`config.mk`:
```
export PLATFORM = sky130hd
export DESIGN_NAME = display_7seg_scan
export DESIGN_NICKNAME = d
export VERILOG_FILES = /design/src/rtl/display_7seg_scan.sv
export SDC_FILE = /design/constraint.sdc
export NUM_CORES = 1
export LEC_CHECK = 0
export ABC_AREA = 1
export BUFFER_PORTS_ARGS = -buffer_cell sky130_fd_sc_hd__clkbuf_2
export CORE_UTILIZATION = 40
export CTS_CLUSTER_DIAMETER = 120
export DETAILED_ROUTE_END_ITERATION = 10
export SKIP_LAST_GASP = 1
export SYNTH_ARGS = -nofsm -noshare
export SYNTH_HDL_FRONTEND = slang
export SYNTH_SLANG_ARGS = --single-unit
```
`constraint.sdc`:
```
create_clock -name CLK -period 6.69 [get_ports CLK]
set_clock_uncertainty 0.1 [all_clocks]
set_input_delay 0.669 -clock CLK [delete_from_list [all_inputs] [get_ports CLK]]
set_output_delay 0.669 -clock CLK [all_outputs]
set_load 0.03 [all_outputs]
```
`src/rtl/display_7seg_scan.sv`:
```
// Two-digit time-multiplexed 7-segment driver with per-slot anode blanking,
// optional leading-zero suppression and frame-coherent capture of Tens/Units.
module display_7seg_scan #(
   parameter int unsigned REFRESH_DIV    = 100000,
   parameter int unsigned BLANK_CYCLES   = 16,
   parameter int unsigned SEG_ACTIVE_LOW = 1,
   parameter int unsigned AN_ACTIVE_LOW  = 1,
   parameter int unsigned BLANK_LZ       = 1
) (
   input  logic       CLK,
   input  logic       Reset,
   input  logic [3:0] Units,
   input  logic [3:0] Tens,
   output logic [6:0] Seg,
   output logic [1:0] AN,
   output logic       Frame_Tick
);

   localparam int unsigned CW = (REFRESH_DIV > 2) ? $clog2(REFRESH_DIV) : 1;
   localparam logic [CW-1:0] SLOT_LAST  = CW'(REFRESH_DIV - 1);
   localparam logic [CW-1:0] BLANK_LAST = CW'(BLANK_CYCLES - 1);
   localparam logic [1:0]    AN_OFF     = (AN_ACTIVE_LOW != 0) ? 2'b11 : 2'b00;
   localparam logic [6:0]    SEG_OFF    = (SEG_ACTIVE_LOW != 0) ? 7'h7F : 7'h00;

   typedef enum logic [1:0] {StUBlank, StUOn, StTBlank, StTOn} state_t;

   state_t        state_q, state_d;
   logic [CW-1:0] cnt_q, cnt_d;
   logic [3:0]    units_q, units_d;
   logic [3:0]    tens_q, tens_d;
   logic [6:0]    seg_d;
   logic [1:0]    an_d;
   logic          tick_d;
   logic [1:0]    an_on;
   logic [6:0]    seg_hi;

   function automatic logic [6:0] decode(input logic [3:0] d);
      logic [6:0] s;
      case (d)
         4'd0:    s = 7'h3F;
         4'd1:    s = 7'h06;
         4'd2:    s = 7'h5B;
         4'd3:    s = 7'h4F;
         4'd4:    s = 7'h66;
         4'd5:    s = 7'h6D;
         4'd6:    s = 7'h7D;
         4'd7:    s = 7'h07;
         4'd8:    s = 7'h7F;
         4'd9:    s = 7'h6F;
         default: s = 7'h40;
      endcase
      return s;
   endfunction

   always_comb begin
      state_d = state_q;
      cnt_d   = cnt_q + 1'b1;
      units_d = units_q;
      tens_d  = tens_q;
      tick_d  = 1'b0;
      unique case (state_q)
         StUBlank: if (cnt_q == BLANK_LAST) state_d = StUOn;
         StUOn: begin
            if (cnt_q == SLOT_LAST) begin
               state_d = StTBlank;
               cnt_d   = '0;
            end
         end
         StTBlank: if (cnt_q == BLANK_LAST) state_d = StTOn;
         StTOn: begin
            if (cnt_q == SLOT_LAST) begin
               state_d = StUBlank;
               cnt_d   = '0;
               units_d = Units;
               tens_d  = Tens;
               tick_d  = 1'b1;
            end
         end
         default: begin
            state_d = StUBlank;
            cnt_d   = '0;
         end
      endcase
   end

   // Outputs are derived from the next state and next shadow so the
   // registered anode and segment values always change on the same edge.
   always_comb begin
      an_on  = 2'b00;
      seg_hi = 7'h00;
      unique case (state_d)
         StUOn: begin
            an_on  = 2'b01;
            seg_hi = decode(units_d);
         end
         StTOn: begin
            if (!((BLANK_LZ != 0) && (tens_d == 4'd0))) begin
               an_on  = 2'b10;
               seg_hi = decode(tens_d);
            end
         end
         default: begin
            an_on  = 2'b00;
            seg_hi = 7'h00;
         end
      endcase
      an_d  = (AN_ACTIVE_LOW != 0) ? ~an_on : an_on;
      seg_d = (SEG_ACTIVE_LOW != 0) ? ~seg_hi : seg_hi;
   end

   always_ff @(posedge CLK or negedge Reset) begin
      if (!Reset) begin
         state_q    <= StUBlank;
         cnt_q      <= '0;
         units_q    <= 4'd0;
         tens_q     <= 4'd0;
         AN         <= AN_OFF;
         Seg        <= SEG_OFF;
         Frame_Tick <= 1'b0;
      end else begin
         state_q    <= state_d;
         cnt_q      <= cnt_d;
         units_q    <= units_d;
         tens_q     <= tens_d;
         AN         <= an_d;
         Seg        <= seg_d;
         Frame_Tick <= tick_d;
      end
   end

endmodule

```
# == After elaboration in Yosys (flattened, before gate mapping) ==
# Memory sizes are Yosys's and may differ from the RTL's.
# Index checks and enable logic that the tools add are counted.
# totals
memories,2
ff_bits,37
word_cells,39
romBits,224
# classes
n_mux,17
n_eq_ne,7
n_reduce_logical,3
n_addsub,1
bitwise_logic,2
# memory_table
name,depth,width,rd,rd_ports_with_merged_regs,write_ports,line,source
(no name shown),16,7,1,0,0,39,case (d)
(no name shown),16,7,1,0,0,39,
# ops
op,n
17-bit two-way mux,2
"17-bit by 1-bit adder with 17-bit output, second input constant",1
"17-bit equality test, second input constant",1
"17-bit by 4-bit equality test with 1-bit output, second input constant",1
4-bit two-way mux,4
7-bit case mux with 2 select lines,1
2-bit two-way mux,5
2-bit case mux with 4 select lines,1
7-bit two-way mux,1
7-bit NOT,1
"2-bit equality test, second input constant",3
"2-bit by 1-bit equality test with 1-bit output, second input constant",2
4-bit zero test,1
2-bit case mux with 2 select lines,1
2-bit zero test,1
1-bit two-way mux,2
2-bit NOT,1
2-bit OR reduction,1

# == Logic depth before layout (Yosys ltp) ==
# Gate-level depths: netlist (run 1).
# depth
depth_word,7
depth_mapped,16
ltp_nobuf,16

# == Least setup slack after synthesis (run 1) ==
# OpenSTA, ideal clock, no wires.
# synth_path
path_type,register -> register
from,reg cnt_q[0]
to,reg Seg[3]
path_stages_with_launch,17
arrival_time_ps,2220
setup_time_ps,76
required_ps,6514
period_less_slack_ps,2396
slack_ps,4294
path_buffers,0
cell_sequence,dfrtp_1 -> ha_1 -> nand2_2 -> inv_2 -> nand3_2 -> nor2_4 -> nand3_4 -> or2_2 -> o21ai_0 -> inv_1 -> ha_1 -> inv_1 -> nand2_1 -> nand2_1 -> nor2_1 -> nor2_1 -> nor2_1
# synth_between
elab_chain_cells,7
word_cells_on_any_way,19
cone_classes,eq/ne (4); mux (11); bitwise (1); reduce/logical (1); memory (2)
# synth_rtl
element,line,source
"start, declared",28,"logic [CW-1:0] cnt_q, cnt_d;"
"start signal, assigned",122,cnt_q <= cnt_d;
17-bit equality test *,71,if (cnt_q == SLOT_LAST) begin
4-bit two-way mux *,71,
4-bit two-way mux *,61,unique case (state_q)
net tens_d[0],30,"logic [3:0] tens_q, tens_d;"
memory read 16 x 7 bit / 4-bit zero test (equally long branches),--,
7-bit two-way mux *,97,if (!((BLANK_LZ != 0) && (tens_d == 4'd0))) begin
7-bit case mux with 2 select lines *,91,unique case (state_d)
7-bit NOT *,108,seg_d = (SEG_ACTIVE_LOW != 0) ? ~seg_hi : seg_hi;
net seg_d[3],31,logic [6:0] seg_d;
"end signal, assigned",126,Seg <= seg_d;
"end, declared",14,"output logic [6:0] Seg,"
# Mark *: on every way through the listed nets, which the timed path passes. The rest lies on a longest branch.

# == Worst setup path after layout (run 1) ==
# layout_path
from,reg cnt_q[0]
to,reg Seg[0]
# Same word-level chain as after synthesis.

==> flow_metrics.py, run 1 <==
metrics = {
    "finish": {
        "drive_gt1_share_pct": 21.3,
        "area_growth_syn_to_layout_pct": 12.2,
        "fin_cells": 385,
        "nNetsFinal": 335,
        "insertedDiodeCount": 0,
    },
    "logic_synthesis": {
        "synth_area_um2": 2180,
        "avgSynthCellArea_um2": 7.52,
        "synth-compound-area-share_pct": 7.40,
        "ys.flop_type": "dfrtp_1",
        "synthSimpleGateAreaFrac_pct": 33.8,
        "ys_ff_latch": 37,
        "ys_top_cells_by_area": "dfrtp_1 (32%), dfstp_2 (11%), nand2_1 (10%)",
        "synth_cells": 290,
        "synth_warnings": 0,
        "synth-xor-area-share_pct": 0.402,
        "ys_seq_area_share_pct": 43.0,
        "syn_nets": 310,
        "ys_types": 28,
        "yosysTopAreaCellShare_pct": 32.1,
        "async_flop_share_pct": 100,
        "synthMuxAreaShare_pct": 0,
        "synthAdderAreaFrac_pct": 5.74,
        "synth_edf_count": 0,
        "synth.largest_area_cell": "dfrtp_1",
        "synth_top_family_by_area": "simple AND/OR/NAND/NOR gates",
    },
    "die": {
        "chipHeight_um": 75.8,
        "boundaryPins": 20,
        "row_count": 26,
        "initial_core_util_pct": 42.2,
        "die_area_um2": 5750,
        "core_um2": 5170,
        "die_w_um": 75.8,
    },
    "cts": {
        "cts_resized": 0,
        "htree_num_levels": 2,
        "insertion_delay_ns": 0.28,
        "cts_tree": "yes",
        "postCtsSetupRepairBufs": 0,
        "cts.sink_count": 37,
        "numCtsBuffers": 5,
        "cts_hold_buf": 0,
        "cts_root_buffer": "clkbuf_8",
        "path_clk_slew_ns": 0.07,
        "clk_path_buf_depth": 2,
    },
    "detailed_routing": {
        "first_pass_iters": 4,
        "drt-vias-per-instance": 4.73,
        "detail_route.wl_per_cell_um": 12.2,
        "drc": 0,
        "route.vias.total": 1820,
        "ant_nets": 0,
        "drt_iter0_drc": 88,
        "routed_wl_um": 4700,
    },
    "pwr": {
        "p_int_mw": 0.308,
        "pwr-share-comb_pct": 2.1,
        "power.static_leakage_nw": 1.33,
        "power_density_nw_per_um2": 159,
        "p_switching_mw": 0.0823,
        "ir_drop_uv": 86.3,
        "p_clk_share_pct": 40.5,
        "seqPwrFrac_pct": 57.4,
        "swShare_pct": 21.1,
    },
    "global_route": {
        "grt_pass1_wl_um": 8030,
        "grt_pass1_vias": 1725,
        "grt_antenna_before_repair": 0,
        "grt_max_degree": 38,
        "track_usage_pct": 19.2,
        "grt_overflow": 0,
    },
    "placement": {
        "routabilityCongestion": 0.875,
        "post-place-cells": 378,
        "port_buffers": 19,
        "post-dp-hpwl_um": 3640,
    },
    "worst_setup_path": {
        "worstSetupStartpointType": "flop",
        "crit_fanout": 10,
        "worstPathArrival_ns": 2.84,
        "worstPathRequired_ns": 6.81,
        "worst-setup-path-type": "reg2reg",
        "crit_path_end_kind": "flop",
    },
    "timing": {
        "worst_slew_pin_slew_ns": 0.939,
        "finalCritPeriodShare_pct": 40.7,
        "setup_viol": 0,
        "timing.final.crit_period_ns": 2.72,
        "hold_viol_final": 0,
        "finalSetupTns_ns": 0,
        "slew_violations": 0,
        "rsz0062_at_grt": "false",
        "clock.fmax_mhz": 367,
        "max_slew_margin_pct": 37.4,
    },
    "min_path": {
        "min_path_type": "reg2reg",
    },
    "status": {
        "outcome": "complete, no violations",
    },
    "flow_run": {
        "drv_cap": 0,
    },
}
-- synth_stat cells (all sizes together) (2+ instances only) --
cell type and n:
dfstp 9, nand3 20, nand2 68, nand4 8
or2 2, a21oi 13, dfrtp 28, nor3 4
ha 10, inv 55, o21ai 14, nor2 53
-- layer usage --
metal	wire (µm)	vias up	part of all wire (%)	track usage, %
met4	53	0	1.1	6.17
met5	0	-	0	0
met3	205	4	4.4	3.97
li1	-	947	-	-
met2	2010	38	43	27.6
met1	2440	831	52	28.7
-- area by class of cell --
type                       instances  area [µm²]
sequential                        37         937
tap                               70        87.6
inverter                          55         206
clock buffer                       7        86.3
multi-input combinational        197        1030
timing repair buffer              19        95.1
fill                             507        2730
-- power by group through the flow --
stage / sequential, mW / combinational (mW) / clock, mW
floorplan: 0.228 / 0.000711 / 0
global placement: 0.228 / 0.00866 / 0
detailed placement: 0.228 / 0.00862 / 0
CTS: 0.224 / 0.00864 / 0.162
global route: 0.224 / 0.00974 / 0.171
finish: 0.224 / 0.00826 / 0.158
-- registers in the layout, summed over array words and instances (netlist names) --
signal,count
units_q,4
Seg,7
cnt_q,17
Frame_Tick,1
AN,2
state_q,2
tens_q,4
-- stage by stage --
step	util, %	area [µm²]	hold WS [ns]	setup WS (ns)	power, mW
after floorplan	-	2180	0.273	4.29	0.229
after detailed placement	45.6	2360	0.355	4.00	0.237
final	47.3	2450	0.361	3.97	0.390
after global routing	47.3	2450	0.406	3.68	0.405
after CTS	47.3	2450	0.364	3.94	0.394
after global placement	45.6	2360	0.343	4.12	0.237
-- critical path: stages (launching register included) --
cell     delay, ns
dfrtp_1       0.37
ha_1          0.19
nand2_2       0.09
inv_2         0.08
nand3_2       0.11
nor2_4        0.23
nand3_4       0.16
or2_2         0.31
o21ai_0       0.21
inv_1         0.19
ha_1          0.24
inv_1         0.05
nand2_1       0.05
nand2_1       0.08
nor2_1        0.04
nor2_1        0.10
nor2_1        0.06
-- worst paths after layout --
kind / from / endpoint / slack (ns) / cells after the start
hold / removal: cnt_q[0] / cnt_q[0] / 0.36 / 1
min in group asynchronous: Reset / cnt_q[3] / 0.42 / 1
setup / recovery: cnt_q[0] / Seg[0] / 3.97 / 16
max in group asynchronous: Reset / tens_q[0] / 5.50 / 1
setup reg to reg: cnt_q[0] / Seg[0] / 3.97 / 16
hold reg to reg: cnt_q[0] / cnt_q[0] / 0.36 / 1
-- cells in the final DEF, fill, tap and decap left out, types with 3 or more instances in the layout --
cell	instances
clkbuf_8	6
nand2_1	58
ha_1	10
clkbuf_2	19
nor2_2	4
nor3_1	3
inv_1	46
nand3_1	16
nand2_2	9
o21ai_1	3
o21ai_0	10
nand3_2	3
a21oi_1	13
nand4_1	8
dfstp_2	9
dfrtp_1	28
inv_2	9
nor2_1	47
-- kinds of logic after synthesis --
| family | after synthesis |
|---|---|
| AO/OA/AOI/OAI | 30 |
| XOR/XNOR | 1 |
| adder cells (fa/ha/maj) | 10 |
| buffers and inverters | 56 |
| flip-flops | 37 |
| AND/OR/NAND/NOR | 156 |
No activity file was read; power rests on OpenSTA's default activity.
==> run 2, diff against run 1 <==
Clock period 6.69 ns to 2.3 ns, I/O delays scaled along.
==> flow_metrics.py, run 2 (synthesized netlist as in run 1, its figures left out) <==
metrics = {
    "die": {
        "initial_core_util_pct": 42.2,
        "boundaryPins": 20,
        "row_count": 26,
        "die_w_um": 75.8,
        "chipHeight_um": 75.8,
        "core_um2": 5170,
        "die_area_um2": 5750,
    },
    "timing": {
        "rsz0062_at_grt": "true",
        "slew_violations": 0,
        "finalSetupTns_ns": 0,
        "timing.final.crit_period_ns": 2.18,
        "setup_slack_ns": 0.115,
        "worst_slew_pin_slew_ns": 0.826,
        "finalCritPeriodShare_pct": 95.0,
        "hold_viol_final": 0,
        "clock.fmax_mhz": 458,
        "setup_viol": 0,
        "max_slew_margin_pct": 44.9,
    },
    "placement": {
        "post-dp-hpwl_um": 3690,
        "place_area_um2": 2480,
        "routabilityCongestion": 0.886,
        "pre_cts_ws_ns": 0.0133,
        "port_buffers": 19,
    },
    "detailed_routing": {
        "drc": 0,
        "routed_wl_um": 4830,
        "drt_iter0_drc": 110,
        "ant_nets": 0,
        "first_pass_iters": 4,
        "detail_route.wl_per_cell_um": 11.9,
        "drt-vias-per-instance": 4.71,
        "route.vias.total": 1914,
    },
    "status": {
        "outcome": "complete, no violations",
    },
    "pwr": {
        "finalPower_mw": 1.29,
        "pwr-share-comb_pct": 2.0,
        "power_density_nw_per_um2": 478,
        "p_clk_share_pct": 47.5,
        "power.static_leakage_nw": 1.43,
        "p_int_mw": 1.01,
        "seqPwrFrac_pct": 50.5,
        "swShare_pct": 21.4,
        "ir_drop_uv": 188,
        "p_switching_mw": 0.276,
    },
    "finish": {
        "area_growth_syn_to_layout_pct": 23.5,
        "fillers": 492,
        "stdcell_area_um2": 2690,
        "largest_reg_flops": 17,
        "top_register": "cnt_q",
        "area.sequential_um2": 937,
        "final_cell_mix": "nand2_1 (56), inv_1 (44), nor2_1 (43)",
        "drive_gt1_share_pct": 30.1,
        "reg_top3": "cnt_q x17, Seg x7",
        "insertedDiodeCount": 0,
        "post-route-util_pct": 52.1,
        "multi_input_area_um2": 1090,
        "mostFrequentLayoutCell": "nand2_1",
        "nNetsFinal": 355,
    },
    "global_route": {
        "grt_antenna_before_repair": 0,
        "track_usage_pct": 18.9,
        "grt_max_degree": 33,
        "grt_overflow": 0,
        "grtUsageMet1_pct": 28.8,
        "use_met3_pct": 3.70,
        "grt_pass1_wl_um": 7930,
        "gr-usage-met2_pct": 26.0,
        "globalRoute.busiestLayer": "met1",
        "grt_pass1_vias": 1714,
    },
    "cts": {
        "cts_tree": "yes",
        "clk_path_buf_depth": 2,
        "path_clk_slew_ns": 0.08,
        "htree_num_levels": 2,
        "numCtsBuffers": 5,
        "insertion_delay_ns": 0.30,
        "cts_root_buffer": "clkbuf_8",
        "cts.sink_count": 37,
    },
    "worst_setup_path": {
        "slowest_stage": "dfrtp_1",
        "worstSetupStartpointType": "flop",
        "worst-setup-path-type": "reg2reg",
        "worstPathRequired_ns": 2.44,
        "crit_fanout": 5,
        "max_stage_delay_ns": 0.38,
        "crit_chain": "ha_2 -> nand2_2 -> inv_2 -> nand3_4 -> nor2_4 -> nand3_4 -> or2_4 -> o21ai_4 -> ha_1 -> nand3_2 -> nand3_2 -> nor2_1 -> nor2_1",
        "cp-startpoint": "cnt_q[0]",
        "crit_end": "Seg[3]",
        "r2r_end": "Seg[3]",
        "regToRegSetupSlack_ns": 0.12,
        "crit_path_end_kind": "flop",
        "rr_startpoint": "cnt_q[0]",
        "r2r_cells": 13,
        "worstPathArrival_ns": 2.32,
    },
    "flow_run": {
        "drv_cap": 0,
    },
    "min_path": {
        "min_path_type": "in2reg",
    },
}
[run 2: changes by cell type in the layout (fill, tap and decap cells not counted), sizes merged]
| cell | change |
|---|---|
| clkinvlp | +1 |
| dlygate4sd3 | +1 |
| buf | +19 |
| bufinv | +1 |
| clkbuf | -1 |
[run 2: worst max-delay path: cells and delay by family (launching register included)]
family                   cells  cell delay [ns]
AO/OA/AOI/OAI                1             0.08
adder cells (fa/ha/maj)      2             0.43
buffers and inverters        1             0.08
flip-flops                   1             0.38
AND/OR/NAND/NOR              9             1.04
[run 2: power groups by stage]
stage          clock network, mW  logic, mW  registers (mW)
4_1_cts                    0.623     0.0274           0.651
2_1_floorplan                  0    0.00207           0.663
3_3_place_gp                   0     0.0258           0.663
3_5_place_dp                   0     0.0260           0.663
6_report                   0.611     0.0259           0.651
5_1_grt                    0.654     0.0312           0.651
[run 2: per-stage QoR]
| stage | hold WS (ns) | cells |
|---|---|---|
| after floorplan | -0.166 | 290 |
| after global placement | 0.268 | 394 |
| after detailed placement | 0.274 | 394 |
| after CTS | 0.104 | 403 |
| after global routing | 0.120 | 406 |
| final | 0.106 | 406 |
[run 2: final cells by class]
cell class | instances | share of cell area [%]
clock buffer | 6 | 3.07
clock inverter | 2 | 1.39
inverter | 55 | 7.76
multi-input combinational | 197 | 40.4
sequential | 37 | 34.8
tap | 70 | 3.25
timing repair buffer | 39 | 9.34
[run 2: what timing repair did]
item / CTS / global route
endpoints found under the setup margin: 0 / 8
buffers inserted: 0 / 3
resized for setup: 0 / 19
endpoints found under the hold margin: 28 / 0
hold buffers: 1 / 0
[run 2: layer usage]
metal,part of all wire (%),vias up
met5,0,-
met4,1.9,0
met3,6.0,7
met2,41,61
met1,51,861
li1,-,985
[run 2: how the worst min path moves through the flow]
stage,start,end,cells after the start
after global routing,Units[3],units_q[3],3
after floorplan,Reset,Frame_Tick,0
after global placement,Reset,cnt_q[4],1
after CTS,Units[3],units_q[3],3
final,Units[3],units_q[3],3
after detailed placement,Reset,cnt_q[4],1
